File: config.mk
export PLATFORM = sky130hd
export DESIGN_NAME = mc_sequencer_flat
export DESIGN_NICKNAME = d
export VERILOG_FILES = /design/src/rtl/mc_ctrl_pkg.sv /design/src/rtl/mc_sequencer_if.sv /design/src/rtl/stage_watchdog.sv /design/src/rtl/mc_sequencer.sv /design/src/flat_wrapper.sv
export SDC_FILE = /design/constraint.sdc
export NUM_CORES = 1
export LEC_CHECK = 0
export BUFFER_PORTS_ARGS = -buffer_cell sky130_fd_sc_hd__buf_2
export CAP_MARGIN = 20
export CORE_MARGIN = 4
export CORE_UTILIZATION = 54
export DETAILED_ROUTE_END_ITERATION = 8
export HOLD_SLACK_MARGIN = 0.08
export PLACE_DENSITY = 0.79
export RECOVER_POWER = 50
export REMOVE_ABC_BUFFERS = 1
export SYNTH_ARGS = -nofsm -noshare
export SYNTH_HDL_FRONTEND = slang
export SYNTH_SLANG_ARGS = --single-unit
export TNS_END_PERCENT = 5
File: constraint.sdc
create_clock -name clk -period 3.25 [get_ports clk]
set_clock_uncertainty 0.2 [all_clocks]
set_input_delay 0.65 -clock clk [delete_from_list [all_inputs] [get_ports clk]]
set_output_delay 0.65 -clock clk [all_outputs]
set_load 0.005 [all_outputs]
File: src/rtl/mc_ctrl_pkg.sv
// Shared types and constants for the multi-cycle control sequencer.
package mc_ctrl_pkg;

    typedef enum logic [3:0] {
        S_IDLE,
        S_FETCH,
        S_DECODE,
        S_EXEC,
        S_MEM,
        S_JUMP,
        S_WB,
        S_PC_UPD,
        S_HALT,
        S_FAULT
    } state_t;

    localparam logic [3:0] PATH_ALU_MAX = 4'd4;
    localparam logic [3:0] PATH_J       = 4'd5;
    localparam logic [3:0] PATH_JAL     = 4'd6;
    localparam logic [3:0] PATH_BR      = 4'd7;
    localparam logic [3:0] PATH_JR      = 4'd8;
    localparam logic [3:0] PATH_LD      = 4'd9;
    localparam logic [3:0] PATH_ST      = 4'd10;
    localparam logic [3:0] PATH_HALT    = 4'd15;

    localparam logic [1:0] PC_SRC_SEQ  = 2'd0;
    localparam logic [1:0] PC_SRC_JUMP = 2'd1;
    localparam logic [1:0] PC_SRC_BR   = 2'd2;

    localparam logic [1:0] FC_NONE    = 2'd0;
    localparam logic [1:0] FC_TIMEOUT = 2'd1;
    localparam logic [1:0] FC_ILLEGAL = 2'd2;

    function automatic logic [1:0] pc_src_sel(
        input logic [3:0] path,
        input logic       taken
    );
        if (path == PATH_J || path == PATH_JAL || path == PATH_JR)
            return PC_SRC_JUMP;
        if (path == PATH_BR && taken)
            return PC_SRC_BR;
        return PC_SRC_SEQ;
    endfunction

endpackage

File: src/rtl/mc_sequencer_if.sv
// Enable/done handshake bundle between sequencer and datapath units.
interface mc_sequencer_if;

    logic en_fetch;
    logic en_alu;
    logic en_mem;
    logic en_jump;
    logic en_wb;
    logic fetch_done;
    logic alu_done;
    logic mem_done;
    logic jump_done;
    logic wb_done;

    modport master (
        output en_fetch, en_alu, en_mem, en_jump, en_wb,
        input  fetch_done, alu_done, mem_done, jump_done, wb_done
    );

    modport slave (
        input  en_fetch, en_alu, en_mem, en_jump, en_wb,
        output fetch_done, alu_done, mem_done, jump_done, wb_done
    );

endinterface

File: src/rtl/stage_watchdog.sv
// Per-state cycle counter: first-cycle flag and terminal-count flag.
module stage_watchdog #(
    parameter int TIMEOUT_CYCLES = 16
) (
    input  logic clk,
    input  logic rst_n,
    input  logic clr,
    output logic first,
    output logic tc
);

    localparam int W = (TIMEOUT_CYCLES > 2) ? $clog2(TIMEOUT_CYCLES) : 1;
    localparam logic [W-1:0] LAST = W'(TIMEOUT_CYCLES - 1);

    logic [W-1:0] cnt;

    // Saturates so terminal states can sit here forever.
    always_ff @(posedge clk or negedge rst_n) begin
        if (!rst_n)
            cnt <= '0;
        else if (clr)
            cnt <= '0;
        else if (cnt != LAST)
            cnt <= cnt + W'(1);
    end

    assign first = (cnt == '0);
    assign tc    = (cnt == LAST);

endmodule

File: src/rtl/mc_sequencer.sv
// Multi-cycle instruction sequencer: unit enables, PC commit, retire count.
module mc_sequencer
    import mc_ctrl_pkg::*;
#(
    parameter int TIMEOUT_CYCLES = 16,
    parameter int CNT_W          = 32
) (
    input  logic             clk,
    input  logic             rst_n,
    mc_sequencer_if.master   bus,
    input  logic             run,
    input  logic [3:0]       path_index,
    input  logic             branch_taken,
    output logic             pc_we,
    output logic [1:0]       pc_src,
    output logic [CNT_W-1:0] retired,
    output logic             halted,
    output logic             fault,
    output logic [1:0]       fault_code
);

    state_t     state, state_n;
    logic [3:0] path_q;
    logic [1:0] code_n;
    logic       unit_done, handshaked, accept;
    logic       first, tc;

    stage_watchdog #(
        .TIMEOUT_CYCLES(TIMEOUT_CYCLES)
    ) u_wd (
        .clk   (clk),
        .rst_n (rst_n),
        .clr   (state_n != state),
        .first (first),
        .tc    (tc)
    );

    always_ff @(posedge clk or negedge rst_n) begin
        if (!rst_n)
            state <= S_IDLE;
        else
            state <= state_n;
    end

    always_comb begin
        unit_done  = 1'b0;
        handshaked = 1'b1;
        unique case (state)
            S_FETCH: unit_done = bus.fetch_done;
            S_EXEC:  unit_done = bus.alu_done;
            S_MEM:   unit_done = bus.mem_done;
            S_JUMP:  unit_done = bus.jump_done;
            S_WB:    unit_done = bus.wb_done;
            default: handshaked = 1'b0;
        endcase
    end

    // A done left over from the unit's previous use is masked in cycle one.
    assign accept = handshaked && unit_done && !first;

    always_comb begin
        state_n = state;
        code_n  = FC_NONE;
        unique case (state)
            S_IDLE:
                if (run) state_n = S_FETCH;
            S_FETCH:
                if (accept) state_n = S_DECODE;
            S_DECODE: begin
                unique case (1'b1)
                    (path_index <= PATH_ALU_MAX),
                    (path_index == PATH_BR),
                    (path_index == PATH_LD),
                    (path_index == PATH_ST):
                        state_n = S_EXEC;
                    (path_index == PATH_J),
                    (path_index == PATH_JAL),
                    (path_index == PATH_JR):
                        state_n = S_JUMP;
                    (path_index == PATH_HALT):
                        state_n = S_HALT;
                    default: begin
                        state_n = S_FAULT;
                        code_n  = FC_ILLEGAL;
                    end
                endcase
            end
            S_EXEC:
                if (accept) begin
                    if (path_q == PATH_LD || path_q == PATH_ST)
                        state_n = S_MEM;
                    else if (path_q == PATH_BR)
                        state_n = S_PC_UPD;
                    else
                        state_n = S_WB;
                end
            S_MEM:
                if (accept)
                    state_n = (path_q == PATH_LD) ? S_WB : S_PC_UPD;
            S_JUMP:
                if (accept)
                    state_n = (path_q == PATH_JAL) ? S_WB : S_PC_UPD;
            S_WB:
                if (accept) state_n = S_PC_UPD;
            S_PC_UPD:
                state_n = run ? S_FETCH : S_IDLE;
            default:
                state_n = state;
        endcase
        if (handshaked && !accept && tc) begin
            state_n = S_FAULT;
            code_n  = FC_TIMEOUT;
        end
    end

    always_comb begin
        bus.en_fetch = 1'b0;
        bus.en_alu   = 1'b0;
        bus.en_mem   = 1'b0;
        bus.en_jump  = 1'b0;
        bus.en_wb    = 1'b0;
        pc_we        = 1'b0;
        unique case (state)
            S_FETCH:  bus.en_fetch = 1'b1;
            S_EXEC:   bus.en_alu   = 1'b1;
            S_MEM:    bus.en_mem   = 1'b1;
            S_JUMP:   bus.en_jump  = 1'b1;
            S_WB:     bus.en_wb    = 1'b1;
            S_PC_UPD: pc_we        = 1'b1;
            default:  ;
        endcase
    end

    assign halted = (state == S_HALT);
    assign fault  = (state == S_FAULT);

    always_ff @(posedge clk or negedge rst_n) begin
        if (!rst_n) begin
            path_q     <= '0;
            pc_src     <= PC_SRC_SEQ;
            retired    <= '0;
            fault_code <= FC_NONE;
        end else begin
            if (state == S_DECODE)
                path_q <= path_index;
            if (state_n == S_PC_UPD && state != S_PC_UPD)
                pc_src <= pc_src_sel(path_q, branch_taken);
            if (state == S_PC_UPD)
                retired <= retired + CNT_W'(1);
            if (state_n == S_FAULT && state != S_FAULT)
                fault_code <= code_n;
        end
    end

endmodule

File: src/flat_wrapper.sv
// flat-port wrapper written by rule: the top's interface ports become plain ports
module mc_sequencer_flat import mc_ctrl_pkg::*;
#(
    parameter int TIMEOUT_CYCLES = 16,
    parameter int CNT_W          = 32
)
  (clk, rst_n, run, path_index, branch_taken, pc_we, pc_src, retired, halted, fault, fault_code, bus_en_fetch, bus_en_alu, bus_en_mem, bus_en_jump, bus_en_wb, bus_fetch_done, bus_alu_done, bus_mem_done, bus_jump_done, bus_wb_done);
  mc_sequencer_if bus_i ();
  input  logic clk;
  input  logic rst_n;
  input  logic run;
  input  logic [3:0] path_index;
  input  logic branch_taken;
  output logic pc_we;
  output logic [1:0] pc_src;
  output logic [CNT_W-1:0] retired;
  output logic halted;
  output logic fault;
  output logic [1:0] fault_code;
  output wire logic [$bits(bus_i.en_fetch)-1:0] bus_en_fetch;
  output wire logic [$bits(bus_i.en_alu)-1:0] bus_en_alu;
  output wire logic [$bits(bus_i.en_mem)-1:0] bus_en_mem;
  output wire logic [$bits(bus_i.en_jump)-1:0] bus_en_jump;
  output wire logic [$bits(bus_i.en_wb)-1:0] bus_en_wb;
  input wire logic [$bits(bus_i.fetch_done)-1:0] bus_fetch_done;
  input wire logic [$bits(bus_i.alu_done)-1:0] bus_alu_done;
  input wire logic [$bits(bus_i.mem_done)-1:0] bus_mem_done;
  input wire logic [$bits(bus_i.jump_done)-1:0] bus_jump_done;
  input wire logic [$bits(bus_i.wb_done)-1:0] bus_wb_done;
  assign bus_en_fetch = bus_i.en_fetch;
  assign bus_en_alu = bus_i.en_alu;
  assign bus_en_mem = bus_i.en_mem;
  assign bus_en_jump = bus_i.en_jump;
  assign bus_en_wb = bus_i.en_wb;
  assign bus_i.fetch_done = bus_fetch_done;
  assign bus_i.alu_done = bus_alu_done;
  assign bus_i.mem_done = bus_mem_done;
  assign bus_i.jump_done = bus_jump_done;
  assign bus_i.wb_done = bus_wb_done;
  mc_sequencer #(.TIMEOUT_CYCLES(TIMEOUT_CYCLES), .CNT_W(CNT_W)) u_core (.clk(clk), .rst_n(rst_n), .bus(bus_i), .run(run), .path_index(path_index), .branch_taken(branch_taken), .pc_we(pc_we), .pc_src(pc_src), .retired(retired), .halted(halted), .fault(fault), .fault_code(fault_code));
endmodule
## Word level (Yosys, flattened, before mapping)

Cells that the tools add are included.

- Logic and storage cells: 93
- Output and inout bits: 44
- Register bits: 48
- Input bits: 13

- Mux-type cells: 36
- Equality and inequality tests: 29
- $lt $le $gt $ge: 1
- Reduce and logical (&&, ||, !) cells: 19
- Add/sub/neg operators: 2

Operators with widths:

| cell | number |
|---|---|
| 4-bit by 3-bit equality test with 1-bit output (second input constant) | 11 |
| 4-bit equality test (second input constant) | 11 |
| 4-bit two-way mux | 10 |
| 32-bit by 1-bit adder with 32-bit output (second input constant) | 1 |
| 4-bit case mux with 8 select lines | 1 |
| 1-bit two-way mux | 16 |
| 2-bit two-way mux | 7 |
| 4-bit case mux with 3 select lines | 1 |
| 4-bit by 2-bit equality test with 1-bit output (second input constant) | 2 |
| 4-bit logical NOT | 2 |
| 4-bit inequality test (second input constant) | 2 |
| 8-bit OR reduction | 1 |
| 1-bit logical AND | 7 |
| 1-bit case mux with 5 select lines | 1 |
| 5-bit OR reduction | 1 |
| 4-bit by 1-bit adder with 4-bit output (second input constant) | 1 |
| 4-bit by 1-bit equality test with 1-bit output (second input constant) | 1 |
| 4-bit by 3-bit <= comparator with 1-bit output (second input constant) | 1 |
| 4-bit by 3-bit inequality test with 1-bit output (second input constant) | 1 |
| 4-bit inequality test | 1 |
| 4-bit OR reduction | 1 |
| 1-bit logical OR | 3 |
| 3-bit OR reduction | 1 |
| 1-bit logical NOT | 2 |
| 2-bit nonzero test | 1 |

## Depth between registers and ports, before layout

Gate-level depths: netlist of the first run.

- Depth in word-level cells: 16
- Depth in mapped cells: 9

## Hierarchy

A second synthesis of the first run with hierarchy kept.

- Cells, all modules: 262
- Area total of the unflattened synthesis: 2735.1 um^2

Modules (own cells, without submodules):

| module | times used | area each (um^2) | seq. area each (um^2) | cells an instance |
|---|---|---|---|---|
| mc_sequencer | 1 | 2492.4 | 1101.1 | 239 |
| stage_watchdog | 1 | 242.7 | 100.1 | 23 |

## Worst setup path before layout of the first run

OpenSTA, ideal clock, no wires.

- Path kind: in2reg
- From: input path_index[1]
- To: register u_core.pc_src[0]
- Arrival time: 2255 ps
- Buffers on the path: 1
- Path slack: 667 ps
- Data required time: 2922 ps
- Stages on the path: 8
- Cells stage by stage: clkbuf_1 nand3_1 o22ai_1 or4_2 nand3_2 nor3_4 nor4_2 mux2_1

- Longest elaborated chain between the ends: 7
- Elaborated cells on any way between the ends: 15

Ends and longest elaborated chain:

| item | RTL line | text |
|---|---|---|
| start: declaration | flat_wrapper.sv:12 | `input logic [3:0] path_index;` |
| 4-bit by 3-bit <= comparator with 1-bit output (tied with other cells) | mc_sequencer.sv:71 | `(path_index <= PATH_ALU_MAX),` |
| 4-bit OR reduction / 3-bit OR reduction (equally long branches) | mc_sequencer.sv:70 | `unique case (1'b1)` |
| 4-bit case mux with 3 select lines * | mc_sequencer.sv:70 |  |
| 4-bit case mux with 8 select lines * | mc_sequencer.sv:64 | `unique case (state)` |
| 4-bit two-way mux * | mc_sequencer.sv:110 | `if (handshaked && !accept && tc) begin` |
| 4-bit by 3-bit equality test with 1-bit output * | mc_sequencer.sv:146 | `if (state_n == S_PC_UPD && state != S_PC_UPD)` |
| 1-bit logical AND * | mc_sequencer.sv:146 |  |
| end signal: assignment | mc_sequencer.sv:147 | `pc_src <= pc_src_sel(path_q, branch_taken);` |
| end: declaration | mc_sequencer.sv:15 | `output logic [1:0] pc_src,` |

Every way passes the cells marked *; elsewhere a longest branch is shown, timed or not.
A chain may end at the register's enable or synchronous reset.

## Worst setup path after layout of the first run

- From: register u_core.state[2]
- To: register u_core.pc_src[1]

- Longest elaborated chain between the ends: 11
- Elaborated cells on any way between the ends: 27

Ends and longest elaborated chain:

| item | RTL line | text |
|---|---|---|
| start: declaration | mc_sequencer.sv:22 | `state_t state, state_n;` |
| start signal: assignment | mc_sequencer.sv:42 | `state <= state_n;` |
| parallel branches: the longest is 10 deep, another holds 4-bit case mux with 8 select lines | - |  |
| 1-bit logical AND * | mc_sequencer.sv:146 |  |

Mark *: on every way between the ends.

==> flow_summary.json, run 1 <==
{
  "outcome": "finished, final reports clean",
  "place.gp.congestion": 0.846,
  "rsz0062_at_grt": "false",
  "grt_start_max_net_pins": 49,
  "die_area_mm2": 0.00614,
  "period_needed_ns": 2.81,
  "syn_area_mm2": 0.00267,
  "track_usage": 0.178,
  "clk_pin_slew_ns": 0.09,
  "hp-class": "reg -> reg",
  "wl_mm": 5.24,
  "synth_seq_cells": 48,
  "h-tree-depth": 2,
  "hold_depth": 1,
  "worstPathMaxFanout": 14,
  "path_class": "reg -> reg",
  "post_cts_buffers": 0,
  "fp.coreArea_mm2": 0.00475,
  "antennaDiodeCount": 0,
  "cts-root-buf": "clkbuf_8",
  "p_leak_nw": 1.46,
  "drive_gt1_frac": 0.279,
  "numCtsBuffers": 5,
  "viasPerCell": 5.40,
  "ant_nets": 0,
  "row_count": 25,
  "fin_setup_tns_ns": 0,
  "first_pass_iters": 4,
  "crit_required_ns": 3.23,
  "ioPinCount": 57,
  "die_h_um": 78.4,
  "synth-async-reset-ratio": 1.00,
  "worstSkewPairLatency_ns": 0.30,
  "period_share": 0.865,
  "cp-start-kind": "flip-flop",
  "seq_area_frac_synth": 0.449,
  "hold_viol_final": 0,
  "die-width_um": 78.4,
  "grt_pass1_vias": 1932,
  "worstMarginPinSlew_ns": 0.995,
  "max_freq_ghz": 0.356,
  "r2r.worst_path.cells": 7,
  "cts.sink_count": 48,
  "drtIter0Drc": 70,
  "cts_buffer_depth": 2,
  "nFillCells": 423,
  "grt_first_pass_wirelength_mm": 8.83,
  "ir_worst_vdd_v": 0.000360,
  "areaGrowthSynthToFinish_pct": 15.2,
  "num_vias": 2007,
  "synth_edf_count": 0,
  "ys_warn_count": 0,
  "antenna_found_initial": 0,
  "cts_tree": "yes",
  "grt_overflow_total": 0,
  "dp_hpwl_mm": 3.92,
  "arrival_ns": 2.79,
  "final_nets": 320,
  "endpoint_kind": "flip-flop",
  "avgSynthCellArea_um2": 10.9,
  "syn_inst": 246,
  "drc": 0,
  "wire_per_inst_um": 14.1,
  "start_util": 0.562,
  "slew_violations": 0,
  "p_per_area_mw_per_mm2": 639,
  "dp_cells": 362,
  "numPortBuffers": 56,
  "synth_ff_type": "dfrtp_1",
  "setup_viol": 0,
  "final_cell_count_no_fill": 372,
  "max-slew-margin-rel": 0.337,
  "yosysUniqueCellTypes": 60,
  "drv_cap": 0
}
critical path, cell delays in order, from the launching register on:
cell	delay, ns
dfrtp_1	0.62
nor3b_2	0.41
a32oi_4	0.11
a21oi_4	0.26
o211a_1	0.20
o311ai_2	0.13
nor4_2	0.39
mux2_1	0.36
routing by layer:
| layer | GRT usage | routed length [µm] |
|---|---|---|
| met2 | 0.310 | 2700 |
| met4 | 0.0507 | 50 |
| met1 | 0.223 | 2310 |
| met3 | 0.0401 | 181 |
| met5 | 0 | 0 |
worst paths after layout:
check	slack, ns	start	to
min in group asynchronous	0.53	rst_n	u_core.retired[18]
hold / removal	0.28	u_core.retired[31]	u_core.retired[31]
max in group asynchronous	1.05	rst_n	u_core.path_q[3]
setup / recovery	0.44	u_core.state[2]	u_core.pc_src[1]
hold reg to reg	0.28	u_core.retired[31]	u_core.retired[31]
setup reg to reg	0.44	u_core.state[2]	u_core.pc_src[1]
cells by family (layout without fill, tap and decap cells):
group,after synthesis,count (layout),synth area share
compound gates,27,27,0.0884
fa+ha+maj,3,3,0.0140
buf+inv,20,79,0.0496
simple gates,102,102,0.235
xor+xnor,34,34,0.111
flops,48,48,0.449
mux,12,12,0.0519
cell usage after synthesis, types with 6 or more instances:
cell     number  area, µm²
and4_1        6       52.6
dfrtp_1      48       1200
nand4_1       8       50.1
xor2_1       10       87.6
inv_1         9       33.8
xnor2_1      24        210
nand2_1      18       67.6
nor2_1        9       33.8
nor3_1        9       45.0
nand3_1      14       70.1
o21ai_0       6       30.0
sequential cells by signal (all words and copies together) (netlist names):
register and cells:
u_core.retired 32, u_core.u_wd.cnt 4, u_core.fault_code 2, u_core.pc_src 2, u_core.path_q 4, u_core.state 4
power by group:
| group | total, mW | switching (mW) | leakage, nW | internal, mW |
|---|---|---|---|---|
| Sequential | 0.862 | 0.168 | 0.642 | 0.694 |
| Clock | 0.434 | 0.202 | 0.0548 | 0.232 |
| Combinational | 0.673 | 0.348 | 0.765 | 0.325 |
| Total | 1.97 | 0.718 | 1.46 | 1.25 |
placed cells by master (no fill, tap or decap), types with 4 or more instances in the layout:
master    count
dfrtp_1      48
buf_2        44
xnor2_1      24
nand2_1      18
nand3_1      14
clkbuf_1     12
xor2_1       10
nor3_1        9
inv_1         9
nor2_1        9
nand4_1       8
o21ai_0       6
and4_1        6
mux2_2        5
nand2b_1      5
clkbuf_8      5
and3_1        4
metrics by stage:
step	area, µm²	utilization	hold slack, ns	power, mW	setup WS (ns)
3_3_place_gp	2970	0.624	0.256	1.53	0.481
5_1_grt	3080	0.648	0.303	2.10	0.253
4_1_cts	3080	0.648	0.291	1.99	0.432
3_5_place_dp	2970	0.624	0.276	1.55	0.410
2_1_floorplan	2580	-	0.154	1.32	0.669
6_report	3080	0.648	0.281	1.97	0.439
layout make-up:
cell class / instances / area, µm² / share of cell area
clock inverter: 3 / 46.3 / 0.0150
inverter: 10 / 37.5 / 0.0122
multi-input combinational: 178 / 1340 / 0.435
sequential: 48 / 1200 / 0.390
clock buffer: 5 / 68.8 / 0.0223
tap: 67 / 83.8 / 0.0272
timing repair buffer: 61 / 303 / 0.0983
timing repair:
action	in CTS	in global routing
hold buffers	0	1
hold endpoints to repair	0	5
setup endpoints to repair	0	0
gates resized for setup	0	0
No activity file was read; power rests on OpenSTA's default activity.
==> run 2: changes to the inputs <==
==> constraint.sdc (replaced) <==
create_clock -name clk -period 3.3 [get_ports clk]
set_clock_uncertainty 0.2 [all_clocks]
set_input_delay 0.66 -clock clk [delete_from_list [all_inputs] [get_ports clk]]
set_output_delay 0.66 -clock clk [all_outputs]
set_load 0.005 [all_outputs]
==> flow_summary.json, run 2 (same netlist as run 1, synthesis figures left out) <==
{
  "final_nets": 319,
  "regMostFlops": "u_core.retired",
  "final_cell_count_no_fill": 371,
  "grt_pass1_vias": 1982,
  "worstPathCellList": "mux2_4, a32oi_4, a21oi_4, nor3_2, o311ai_2, nor4_2, mux2_1",
  "final_cell_mix": "dfrtp_1, buf_2, xnor2_1",
  "row_count": 25,
  "cp_num_buf_inv": 0,
  "slew_violations": 0,
  "max-slew-margin-rel": 0.330,
  "ant_nets": 0,
  "outcome": "finished, final reports clean",
  "worstSkewPairLatency_ns": 0.31,
  "drtIter0Drc": 68,
  "final_common_cell": "dfrtp_1",
  "numCtsBuffers": 5,
  "areaGrowthSynthToFinish_pct": 15.0,
  "first_pass_iters": 4,
  "cts.sink_count": 48,
  "clk_pin_slew_ns": 0.09,
  "numPortBuffers": 56,
  "drc": 0,
  "track_usage": 0.187,
  "ir_worst_vdd_v": 0.000364,
  "antenna_found_initial": 0,
  "cp-start-kind": "flip-flop",
  "grt_start_max_net_pins": 49,
  "grt_overflow_total": 0,
  "cts_buffer_depth": 2,
  "place.gp.congestion": 0.870,
  "crit_required_ns": 3.29,
  "dpl-instance-area_mm2": 0.00296,
  "ioPinCount": 57,
  "grt_first_pass_wirelength_mm": 9.10,
  "die-width_um": 78.4,
  "max_freq_ghz": 0.350,
  "endpoint_kind": "flip-flop",
  "num_vias": 1992,
  "rsz0062_at_grt": "false",
  "max_stage_delay_ns": 0.70,
  "fp.coreArea_mm2": 0.00475,
  "period_needed_ns": 2.85,
  "crit_family": "multiplexers",
  "worstPathMaxFanout": 18,
  "die_h_um": 78.4,
  "antennaDiodeCount": 0,
  "h-tree-depth": 2,
  "wl_mm": 5.29,
  "period_share": 0.865,
  "start_util": 0.562,
  "arrival_ns": 2.84,
  "drv_cap": 0,
  "drive_gt1_frac": 0.283,
  "setup_viol": 0,
  "viasPerCell": 5.37,
  "p_per_area_mw_per_mm2": 628,
  "reg2reg_slack_ns": 0.45,
  "design_area_mm2": 0.00308,
  "wire_per_inst_um": 14.3,
  "cts_tree": "yes",
  "die_area_mm2": 0.00614,
  "hold_viol_final": 0,
  "path_class": "reg -> reg",
  "worstMarginPinSlew_ns": 1.00,
  "post-route-util": 0.647,
  "hp-class": "reg -> reg",
  "p_leak_nw": 1.47,
  "largest_register_ffs": 32,
  "slowest_stage": "dfrtp_1",
  "fin_setup_tns_ns": 0,
  "cts-root-buf": "clkbuf_8",
  "dp_hpwl_mm": 3.99,
  "dp_cells": 361
}
## run 2: cell count changes in the layout (fill, tap and decap cells not counted), sizes merged
cell | previous run | this run
buf | 47 | 48
clkbuf | 18 | 16
## run 2: repair_timing
action | in CTS | in global routing
setup endpoints to repair | 0 | 0
buffers inserted | 0 | 0
hold endpoints to repair | 0 | 6
hold buffers | 0 | 1
gates resized for setup | 0 | 0
## run 2: per-stage QoR
stage | setup slack (ns) | hold slack (ns) | power (mW)
finish | 0.447 | 0.281 | 1.93
global route | 0.292 | 0.319 | 2.08
CTS | 0.434 | 0.291 | 1.96
detailed placement | 0.455 | 0.271 | 1.52
global placement | 0.521 | 0.256 | 1.50
floorplan | 0.709 | 0.164 | 1.30
## run 2: cell type report
class	instances	area, µm²
inverters	10	37.5
clock buffers	5	68.8
multi-input cells	178	1340
fillers	407	1680
well taps	67	83.8
repair buffers	60	298
clock inverters	3	46.3
flip-flops and latches	48	1200
## run 2: worst paths after layout
kind | startpoint | endpoint | cells after the start
max | u_core.state[1] | u_core.pc_src[0] | 7
min | u_core.retired[31] | u_core.retired[31] | 1
max reg2reg | u_core.state[1] | u_core.pc_src[0] | 7
min reg2reg | u_core.retired[31] | u_core.retired[31] | 1
max in group asynchronous | rst_n | u_core.pc_src[1] | 3
min in group asynchronous | rst_n | u_core.retired[25] | 2
## run 2: where the power goes
part / internal (mW) / total, mW / switching, mW
clock: 0.228 / 0.428 / 0.200
sequential: 0.683 / 0.863 / 0.180
combinational: 0.312 / 0.641 / 0.329
total: 1.22 / 1.93 / 0.709
## run 2: routing by layer
layer / vias to the layer above / part of all wire / global-route usage
met5: - / 0 / 0
li1: 979 / - / -
met1: 957 / 0.43 / 0.233
met3: 10 / 0.048 / 0.0550
met4: 0 / 0.020 / 0.0594
met2: 46 / 0.50 / 0.314
==> run 3: changes to the inputs <==
--- a/config.mk
+++ b/config.mk
@@ -5,6 +5,7 @@
 export SDC_FILE = /design/constraint.sdc
 export NUM_CORES = 1
 export LEC_CHECK = 0
+export ABC_AREA = 1
 export BUFFER_PORTS_ARGS = -buffer_cell sky130_fd_sc_hd__buf_2
 export CAP_MARGIN = 20
 export CORE_MARGIN = 4
==> flow_summary.json, run 3 <==
{
  "grt_start_max_net_pins": 49,
  "ioPinCount": 57,
  "syn_inst": 346,
  "die_area_mm2": 0.00645,
  "final_cell_mix": "nand2_1, dfrtp_1, buf_2",
  "yosys-top-cells-area": "dfrtp_1, nand2_1, xor2_1, inv_1, nor2_1",
  "drive_gt1_frac": 0.206,
  "die-width_um": 80.3,
  "worstSkewPairLatency_ns": 0.30,
  "ant_nets": 0,
  "viasPerCell": 5.09,
  "wl_mm": 5.89,
  "p_total_mw": 1.89,
  "ys_warn_count": 0,
  "die_h_um": 80.3,
  "antennaDiodeCount": 0,
  "nFillCells": 471,
  "whs_ns": 0.269,
  "cts_hold_buf": 0,
  "drc": 0,
  "grt_first_pass_wirelength_mm": 9.79,
  "synth_seq_cells": 48,
  "track_usage": 0.192,
  "p_per_area_mw_per_mm2": 583,
  "row_count": 26,
  "h-tree-depth": 2,
  "clk_pin_slew_ns": 0.09,
  "synth_commonest_cells": "nand2_1, dfrtp_1, inv_1",
  "path_class": "reg -> reg",
  "dpl_worst_slack_ns": 0.823,
  "fin_setup_tns_ns": 0,
  "routed-wl-met2_mm": 2.91,
  "period_share": 0.824,
  "areaGrowthSynthToFinish_pct": 15.2,
  "synth_edf_count": 0,
  "antenna_found_initial": 0,
  "drtIter0Drc": 210,
  "place.gp.congestion": 0.886,
  "max-slew-margin-rel": 0.177,
  "outcome": "finished, final reports clean",
  "post-route-util": 0.640,
  "ir_worst_vdd_v": 0.000416,
  "drv_cap": 0,
  "post_cts_buffers": 0,
  "wl_met3_um": 215,
  "synth-async-reset-ratio": 1.00,
  "start_util": 0.556,
  "setup_slack_ns": 0.581,
  "grt_overflow_total": 0,
  "hold_viol_final": 0,
  "worstPathMaxFanout": 10,
  "cts_tree": "yes",
  "setup_viol": 0,
  "synth_ff_type": "dfrtp_1",
  "hp-class": "reg -> reg",
  "synth_top_area_frac": 0.426,
  "num_vias": 2432,
  "hp-start": "u_core.retired[31]",
  "largest_register_ffs": 32,
  "highest_layer": "met4",
  "grt_pass1_vias": 2219,
  "final_common_cell": "nand2_1",
  "cp-startpoint": "u_core.state[0]",
  "arrival_ns": 2.71,
  "max_freq_ghz": 0.368,
  "dp_hpwl_mm": 4.60,
  "cts.sink_count": 48,
  "avgSynthCellArea_um2": 8.15,
  "numCtsBuffers": 5,
  "wire_per_inst_um": 12.3,
  "rsz0062_at_grt": "false",
  "slew_violations": 0,
  "numPortBuffers": 56,
  "period_needed_ns": 2.72,
  "cts-root-buf": "clkbuf_8",
  "r2r-start": "u_core.state[0]",
  "final_nets": 423,
  "syn_area_mm2": 0.00282,
  "cts_resized": 0,
  "yosysMostFrequentCell": "nand2_1",
  "p_leak_nw": 1.66,
  "yosysUniqueCellTypes": 32,
  "fp.coreArea_mm2": 0.00507,
  "cp-start-kind": "flip-flop",
  "first_pass_iters": 4,
  "synth_top_cell_by_area": "dfrtp_1",
  "cts_buffer_depth": 2,
  "wl_met1_mm": 2.68,
  "seq_area_frac_synth": 0.426,
  "regMostFlops": "u_core.retired",
  "worstMarginPinSlew_ns": 1.23,
  "endpoint_kind": "flip-flop",
  "crit_required_ns": 3.29
}
run 3: changes by cell type after synthesis, moves of 7 or more:
cell / previous run / this run
xor2_1: 10 / 26
xnor2_1: 24 / 5
inv_1: 9 / 44
nor2_1: 9 / 31
nand2_2: 0 / 7
a21oi_1: 3 / 10
nand2_1: 18 / 76
nand3_1: 14 / 23
run 3: routing by layer:
metal | vias up | global-route usage
li1 | 1226 | -
met1 | 1143 | 0.264
met2 | 55 | 0.311
met3 | 8 | 0.0370
met4 | 0 | 0.0507
met5 | - | 0
run 3: layout make-up:
| class | count | area (µm²) | share of cell area |
|---|---|---|---|
| Multi-Input combinational cell | 247 | 1390 | 0.429 |
| Clock inverter | 3 | 46.3 | 0.0142 |
| Sequential cell | 48 | 1200 | 0.370 |
| Clock buffer | 5 | 68.8 | 0.0212 |
| Tap cell | 70 | 87.6 | 0.0270 |
| Inverter | 48 | 180 | 0.0554 |
| Timing Repair Buffer | 57 | 272 | 0.0836 |
run 3: power breakdown:
part | internal [mW] | switching, mW | leakage (nW)
Sequential | 0.686 | 0.118 | 0.646
Clock | 0.228 | 0.200 | 0.0548
Combinational | 0.219 | 0.444 | 0.958
run 3: worst paths after layout:
check / endpoint / slack (ns) / cells after the start
min reg2reg: u_core.retired[31] / 0.27 / 1
max in group asynchronous: u_core.retired[2] / 0.78 / 2
min in group asynchronous: u_core.retired[26] / 0.40 / 1
max reg2reg: u_core.retired[28] / 0.58 / 8
min: u_core.retired[31] / 0.27 / 1
max: u_core.retired[28] / 0.58 / 8
run 3: stage by stage:
stage	cells	cell area (µm²)
floorplan	343	2800
global placement	469	3170
detailed placement	469	3170
CTS	477	3280
global route	478	3250
finish	478	3250
run 3: kinds of logic (layout without fill, tap and decap cells):
logic type | Yosys count | after routing | synth area share
simple gates | 188 | 188 | 0.347
buf+inv | 51 | 113 | 0.0723
flops | 48 | 48 | 0.426
xor+xnor | 31 | 31 | 0.0962
compound gates | 25 | 25 | 0.0457
fa+ha+maj | 3 | 3 | 0.0133
run 3: critical path, stage by stage (launching register included):
cell	delay, ns
dfrtp_1	0.60
nand2_1	0.26
nor2_8	0.22
nand4_1	0.23
nor3_4	0.27
nand3_1	0.22
nor4_2	0.31
nand2_1	0.13
xor2_1	0.16
